==> src/rtl/wdt_supervisor_if.sv <==
// wdt_supervisor_if: heartbeat/control inputs and status outputs of the watchdog supervisor.
// Parameters must match those of the wdt_supervisor instance it connects to.
interface wdt_supervisor_if #(
   parameter int NUM_TASKS  = 4,
   parameter int PERIOD     = 30,
   parameter int MAX_RESETS = 3
);
   logic                              i_enable;
   logic [NUM_TASKS-1:0]              i_heartbeat;
   logic                              i_clear_fault;
   logic                              o_kick;
   logic                              o_sys_reset;
   logic                              o_lockout;
   logic [NUM_TASKS-1:0]              o_pending;
   logic [$clog2(PERIOD+1)-1:0]       o_count;
   logic [$clog2(MAX_RESETS+1)-1:0]   o_fail_count;
   modport master (
      output i_enable, i_heartbeat, i_clear_fault,
      input  o_kick, o_sys_reset, o_lockout, o_pending, o_count, o_fail_count
   );
   modport slave (
      input  i_enable, i_heartbeat, i_clear_fault,
      output o_kick, o_sys_reset, o_lockout, o_pending, o_count, o_fail_count
   );
endinterface

==> src/rtl/wdt_supervisor.sv <==
// wdt_supervisor: multi-task watchdog; kicks when all tasks check in per window,
// sequences a timed system reset on timeout and latches lockout after MAX_RESETS failures.
module wdt_supervisor #(
   parameter int NUM_TASKS   = 4,
   parameter int PERIOD      = 30,
   parameter int HOLD_CYCLES = 8,
   parameter int MAX_RESETS  = 3
) (
   input logic              i_clk,
   input logic              i_rst,
   wdt_supervisor_if.slave  bus
);
   localparam int CW = $clog2(PERIOD+1);
   localparam int FW = $clog2(MAX_RESETS+1);
   localparam int HW = (HOLD_CYCLES > 1) ? $clog2(HOLD_CYCLES) : 1;
   localparam logic [CW-1:0] LP_PERIOD = CW'(PERIOD);
   localparam logic [FW-1:0] LP_MAX    = FW'(MAX_RESETS);
   localparam logic [HW-1:0] LP_HOLD   = HW'(HOLD_CYCLES-1);
   typedef enum logic [1:0] {IDLE, RUN, HOLD, LOCKOUT} state_t;
   state_t               r_state, w_state_nx;
   logic [CW-1:0]        r_count, w_count_nx;
   logic [NUM_TASKS-1:0] r_seen, w_seen_nx, w_seen_all;
   logic [FW-1:0]        r_fail, w_fail_nx;
   logic [HW-1:0]        r_hold, w_hold_nx;
   logic                 r_kick, w_kick_nx;
   logic                 w_done;
   assign w_seen_all = r_seen | bus.i_heartbeat;
   assign w_done     = &w_seen_all;
   always_comb begin
      w_state_nx = r_state;
      w_count_nx = r_count;
      w_seen_nx  = r_seen;
      w_fail_nx  = r_fail;
      w_hold_nx  = r_hold;
      w_kick_nx  = 1'b0;
      case (r_state)
         IDLE: begin
            w_count_nx = LP_PERIOD;
            w_seen_nx  = '0;
            w_state_nx = bus.i_enable ? RUN : IDLE;
         end
         RUN: begin
            // completion outranks the count==0 timeout on the same edge
            if (!bus.i_enable) begin
               w_state_nx = IDLE;
               w_count_nx = LP_PERIOD;
               w_seen_nx  = '0;
            end else if (w_done) begin
               w_kick_nx  = 1'b1;
               w_count_nx = LP_PERIOD;
               w_seen_nx  = '0;
               w_fail_nx  = '0;
            end else if (r_count != '0) begin
               w_count_nx = r_count - CW'(1);
               w_seen_nx  = w_seen_all;
            end else begin
               w_state_nx = HOLD;
               w_seen_nx  = '0;
               w_hold_nx  = LP_HOLD;
               w_fail_nx  = (r_fail == LP_MAX) ? r_fail : r_fail + FW'(1);
            end
         end
         HOLD: begin
            if (r_hold != '0) begin
               w_hold_nx = r_hold - HW'(1);
            end else if (r_fail == LP_MAX) begin
               w_state_nx = LOCKOUT;
            end else begin
               w_state_nx = RUN;
               w_count_nx = LP_PERIOD;
               w_seen_nx  = '0;
            end
         end
         LOCKOUT: begin
            if (bus.i_clear_fault) begin
               w_state_nx = IDLE;
               w_fail_nx  = '0;
               w_count_nx = LP_PERIOD;
            end
         end
         default: w_state_nx = IDLE;
      endcase
   end
   always_ff @(posedge i_clk or posedge i_rst) begin
      if (i_rst) begin
         r_state <= IDLE;
         r_count <= LP_PERIOD;
         r_seen  <= '0;
         r_fail  <= '0;
         r_hold  <= '0;
         r_kick  <= 1'b0;
      end else begin
         r_state <= w_state_nx;
         r_count <= w_count_nx;
         r_seen  <= w_seen_nx;
         r_fail  <= w_fail_nx;
         r_hold  <= w_hold_nx;
         r_kick  <= w_kick_nx;
      end
   end
   assign bus.o_kick       = r_kick;
   assign bus.o_sys_reset  = (r_state == HOLD) || (r_state == LOCKOUT);
   assign bus.o_lockout    = (r_state == LOCKOUT);
   assign bus.o_pending    = (r_state == RUN) ? ~r_seen : '0;
   assign bus.o_count      = r_count;
   assign bus.o_fail_count = r_fail;
endmodule

==> src/flat_wrapper.sv <==
// flat-port wrapper written by rule: the top's interface ports become plain ports
module wdt_supervisor_flat 
#(
   parameter int NUM_TASKS   = 4,
   parameter int PERIOD      = 30,
   parameter int HOLD_CYCLES = 8,
   parameter int MAX_RESETS  = 3
)
  (i_clk, i_rst, bus_i_enable, bus_i_heartbeat, bus_i_clear_fault, bus_o_kick, bus_o_sys_reset, bus_o_lockout, bus_o_pending, bus_o_count, bus_o_fail_count);
  wdt_supervisor_if #(.NUM_TASKS(NUM_TASKS), .PERIOD(PERIOD), .MAX_RESETS(MAX_RESETS)) bus_i ();
  input logic i_clk;
  input logic i_rst;
  input wire logic [$bits(bus_i.i_enable)-1:0] bus_i_enable;
  input wire logic [$bits(bus_i.i_heartbeat)-1:0] bus_i_heartbeat;
  input wire logic [$bits(bus_i.i_clear_fault)-1:0] bus_i_clear_fault;
  output wire logic [$bits(bus_i.o_kick)-1:0] bus_o_kick;
  output wire logic [$bits(bus_i.o_sys_reset)-1:0] bus_o_sys_reset;
  output wire logic [$bits(bus_i.o_lockout)-1:0] bus_o_lockout;
  output wire logic [$bits(bus_i.o_pending)-1:0] bus_o_pending;
  output wire logic [$bits(bus_i.o_count)-1:0] bus_o_count;
  output wire logic [$bits(bus_i.o_fail_count)-1:0] bus_o_fail_count;
  assign bus_i.i_enable = bus_i_enable;
  assign bus_i.i_heartbeat = bus_i_heartbeat;
  assign bus_i.i_clear_fault = bus_i_clear_fault;
  assign bus_o_kick = bus_i.o_kick;
  assign bus_o_sys_reset = bus_i.o_sys_reset;
  assign bus_o_lockout = bus_i.o_lockout;
  assign bus_o_pending = bus_i.o_pending;
  assign bus_o_count = bus_i.o_count;
  assign bus_o_fail_count = bus_i.o_fail_count;
  wdt_supervisor #(.NUM_TASKS(NUM_TASKS), .PERIOD(PERIOD), .HOLD_CYCLES(HOLD_CYCLES), .MAX_RESETS(MAX_RESETS)) u_core (.i_clk(i_clk), .i_rst(i_rst), .bus(bus_i));
endmodule
==> config.mk <==
export PLATFORM = sky130hd
export DESIGN_NAME = wdt_supervisor_flat
export DESIGN_NICKNAME = d
export VERILOG_FILES = /design/src/rtl/wdt_supervisor_if.sv /design/src/rtl/wdt_supervisor.sv /design/src/flat_wrapper.sv
export SDC_FILE = /design/constraint.sdc
export NUM_CORES = 1
export LEC_CHECK = 0
export ABC_AREA = 1
export CAP_MARGIN = 15
export CORE_AREA = 2 2 51 53
export CTS_CLUSTER_SIZE = 28
export DETAILED_ROUTE_END_ITERATION = 8
export DIE_AREA = 0 0 53 55
export GPL_TIMING_DRIVEN = 0
export PLACE_DENSITY_LB_ADDON = 0.25
export SLEW_MARGIN = 30
export SYNTH_ARGS = -nofsm -noshare
export SYNTH_HDL_FRONTEND = slang
export SYNTH_SLANG_ARGS = --single-unit
export TNS_END_PERCENT = 50
==> constraint.sdc <==
create_clock -name i_clk -period 1.7 [get_ports i_clk]
set_clock_uncertainty 0.05 [all_clocks]
set_input_delay 0.255 -clock i_clk [delete_from_list [all_inputs] [get_ports i_clk]]
set_output_delay 0.255 -clock i_clk [all_outputs]
set_load 0.1 [all_outputs]
==> summary.txt <==
Status -> completed
Hold Crit Class -> input pin to asynchronous set/reset pin
CP startpoint kind -> flop
Clock share of power -> 15.3%
Yosys top cell by area -> dfrtp_1
Number of top-level pins -> 22
Ys async rst share -> 100.0%
Internal power -> 0.7414 mW
ANT nets after route -> 0
CTS Hold Bufs -> 0
Prevailing post-synth register cell -> dfrtp_1
Top-count cell post-synth -> nand2_1
Sw Share -> 50.44%
Initial core utilization -> 47.30%
Mapped Cells -> 157
Initial drt markers -> 22
Syn Nets -> 169
CP cell instances -> buf_2
Yosys warns -> 0
Synth top area cells -> dfrtp_1 (29%), nand2_1 (16%), dfstp_2 (9.4%), nand3_1 (8.5%), inv_1 (7.4%)
Hold_ws -> 0.2678 ns
Later-pin clock latency in the skew report -> 0.30 ns
Die ar. -> 2915 sq um
VDD IR max -> 672.3 uV
Yosys reg bits -> 17
Largest net degree at the start of global routing -> 18
H-tree depth -> 1
Vias in the first global route -> 1,012
Fmax achieved -> 0.6106 GHz
Filler Cell Count -> 229
DRT Pass-1 Iters -> 4
LEAKAGE -> 0.7533 nW
NumNets Final -> 196
Sequential element share of the synthesized area -> 38.48%
Root Buffer -> clkbuf_4
Metal3 WL -> 101 um
P&R area growth vs syn -> 30.65%
Initial antenna violation count -> 0
Critical Path Sink -> bus_o_count[2]
GRT Overall Usage -> 20.38%
Hold Fails Final Rpt -> 0
Synth unique cells -> 20
Buffers on Ports -> 21
Power, Total -> 1.496 mW
Final Max Slew Viols -> 0
Placer Congestion -> 0.8345
Crit-path slowest cell -> dfstp_2
Max Cap Viol -> 0
DRC -> 0
Crit Path Class -> flop to primary output
Commonest cells in the synthesized netlist -> nand2_1 (49), inv_1 (22), nand3_1 (19)
Crit path DAT -> 1.33 ns
Placement Rows -> 18
Post-route setup TNS -> 0 ns
Reg2Reg Launch Point -> u_core.bus.o_count[1]$_DFFE_PP1P_
CP Max Fanout -> 5
R2R Setup Slk -> 0.15 ns
Clock sinks -> 17
Hpwl dp -> 1931 um
CP Capture Type -> primary output
Max Used Layer -> met4
RSZ-0062 raised after global routing -> false
Pre-CTS setup slack -> -0.5727 ns
Total grt overflow -> 0
Delay of the slowest critical-path stage -> 0.59 ns
Top-area cell type share of the netlist area -> 29.08%
Clock slew at reported path FFs -> 0.10 ns
Post-Route WL -> 2555 um
WP buf/inv -> 1
EDFF count, synth -> 0
CTS buffer count -> 3
CTS tree -> done
Stages on the worst setup path -> 1
First-pass GRT wire length -> 4250 um
Post-Syn Area -> 1119 sq um
Logic pwr share -> 50.7%
WL/cell -> 12.00 um
Power Density -> 1024 nW/um^2
Metal-1 WL -> 1108 um
Post-Syn Area per Cell -> 7.125 sq um
Register Area -> 439.2 sq um
CP top delay family -> flip-flops
Relative slew margins -> 57.77%
DR WL met2 -> 1301 um
Crit path required time -> 1.39 ns
# diodes -> 0
Chip height -> 55 um
Core box area -> 2365 sq um
Worst Reg2Reg Path Length in Cells -> 8
Setup Viol. Count Final -> 0
Die Span X -> 53 um
Clock Path Buffers -> 2
Seq pwr share -> 34.0%
Setup ws final -> 0.06230 ns
Layout cells sized above 1 -> 25.68%
R2r endpoint -> u_core.bus.o_count[0]$_DFFE_PP0P_
CP Launch Point -> u_core.bus.o_count[2]$_DFFE_PP1P_
Fin crit share -> 96.34%
Final Critical Period -> 1.638 ns
Tightest Pin Transition -> 0.6328 ns
Multi-input gate area -> 629.4 sq um
Sw power -> 0.7546 mW
Vias/cell -> 5.207
Vias -> 1,109
==> registers in the layout, indices dropped and copies added (netlist names) <==
register / count
u_core.bus.o_count: 5
u_core.r_seen: 4
u_core.r_hold: 3
u_core.bus.o_fail_count: 2
u_core.r_state: 2
u_core.bus.o_kick: 1
==> logic make-up (layout without fill, tap and decap cells) <==
| kind of cell | count (synthesis) | count (layout) | synth area share (%) |
|---|---|---|---|
| flops | 17 | 17 | 38.48 |
| compound gates | 9 | 9 | 4.363 |
| buf+inv | 25 | 51 | 9.508 |
| fa+ha+maj | 4 | 4 | 4.474 |
| simple gates | 102 | 102 | 43.18 |
==> power groups by stage <==
stage / sequential [mW] / combinational, mW / clock, mW
3_5_place_dp: 0.514 / 0.738 / 0
3_3_place_gp: 0.510 / 0.726 / 0
5_1_grt: 0.518 / 0.811 / 0.249
6_report: 0.508 / 0.759 / 0.229
2_1_floorplan: 0.730 / 0.353 / 0
4_1_cts: 0.507 / 0.745 / 0.238
==> per-stage QoR <==
step / util [%] / cells / instance area, sq um
floorplan: - / 157 / 1159
detailed placement: 59.47 / 208 / 1406
global placement: 59.47 / 208 / 1406
CTS: 60.26 / 212 / 1425
global route: 61.80 / 213 / 1461
finish: 61.80 / 213 / 1461
==> timing repair <==
item                                    4_1_cts  5_1_grt
endpoints found under the setup margin       14        8
resized for setup                            73        7
buffers inserted                              0        1
==> area by class of cell <==
class                           count  area share [%]
Inverter                           23           6.164
Clock inverter                      1          0.3425
Buffer                              2           1.370
Tap cell                           30           2.568
Sequential cell                    17           30.05
Clock buffer                        3           1.541
Timing Repair Buffer               22           14.90
Multi-Input combinational cell    115           43.07
==> layout by cell type (no fill, tap or decap), drive strengths merged, types with 2 or more instances in the layout <==
cell / instances
nand2: 53
nand3: 22
nand4: 7
clkbuf: 5
clkdlybuf4s50: 7
clkdlybuf4s15: 4
a21oi: 2
inv: 22
dfrtp: 13
ha: 4
buf: 10
o21ai: 5
nor2: 20
dfstp: 4
==> per-layer routing <==
layer	vias up	global-route usage (%)
met4	0	10.26
li1	555	-
met1	523	25.46
met3	4	3.226
met2	27	34.38
met5	-	0
==> worst min-delay path by stage <==
stage,from,end,slack (ns),cells past startpoint
after CTS,i_rst,u_core.r_hold[0]$_DFFE_PP0P_,0.29,2
after global routing,i_rst,u_core.r_state[1]$_DFFE_PP0P_,0.33,2
after global placement,u_core.r_hold[1]$_DFFE_PP0P_,u_core.r_hold[1]$_DFFE_PP0P_,0.41,2
final,i_rst,u_core.r_hold[0]$_DFFE_PP0P_,0.27,2
after floorplan,i_rst,u_core.bus.o_kick$_DFF_PP0_,0.13,1
after detailed placement,u_core.r_hold[1]$_DFFE_PP0P_,u_core.r_hold[1]$_DFFE_PP0P_,0.42,2
Power figures use the tool's default switching activity.
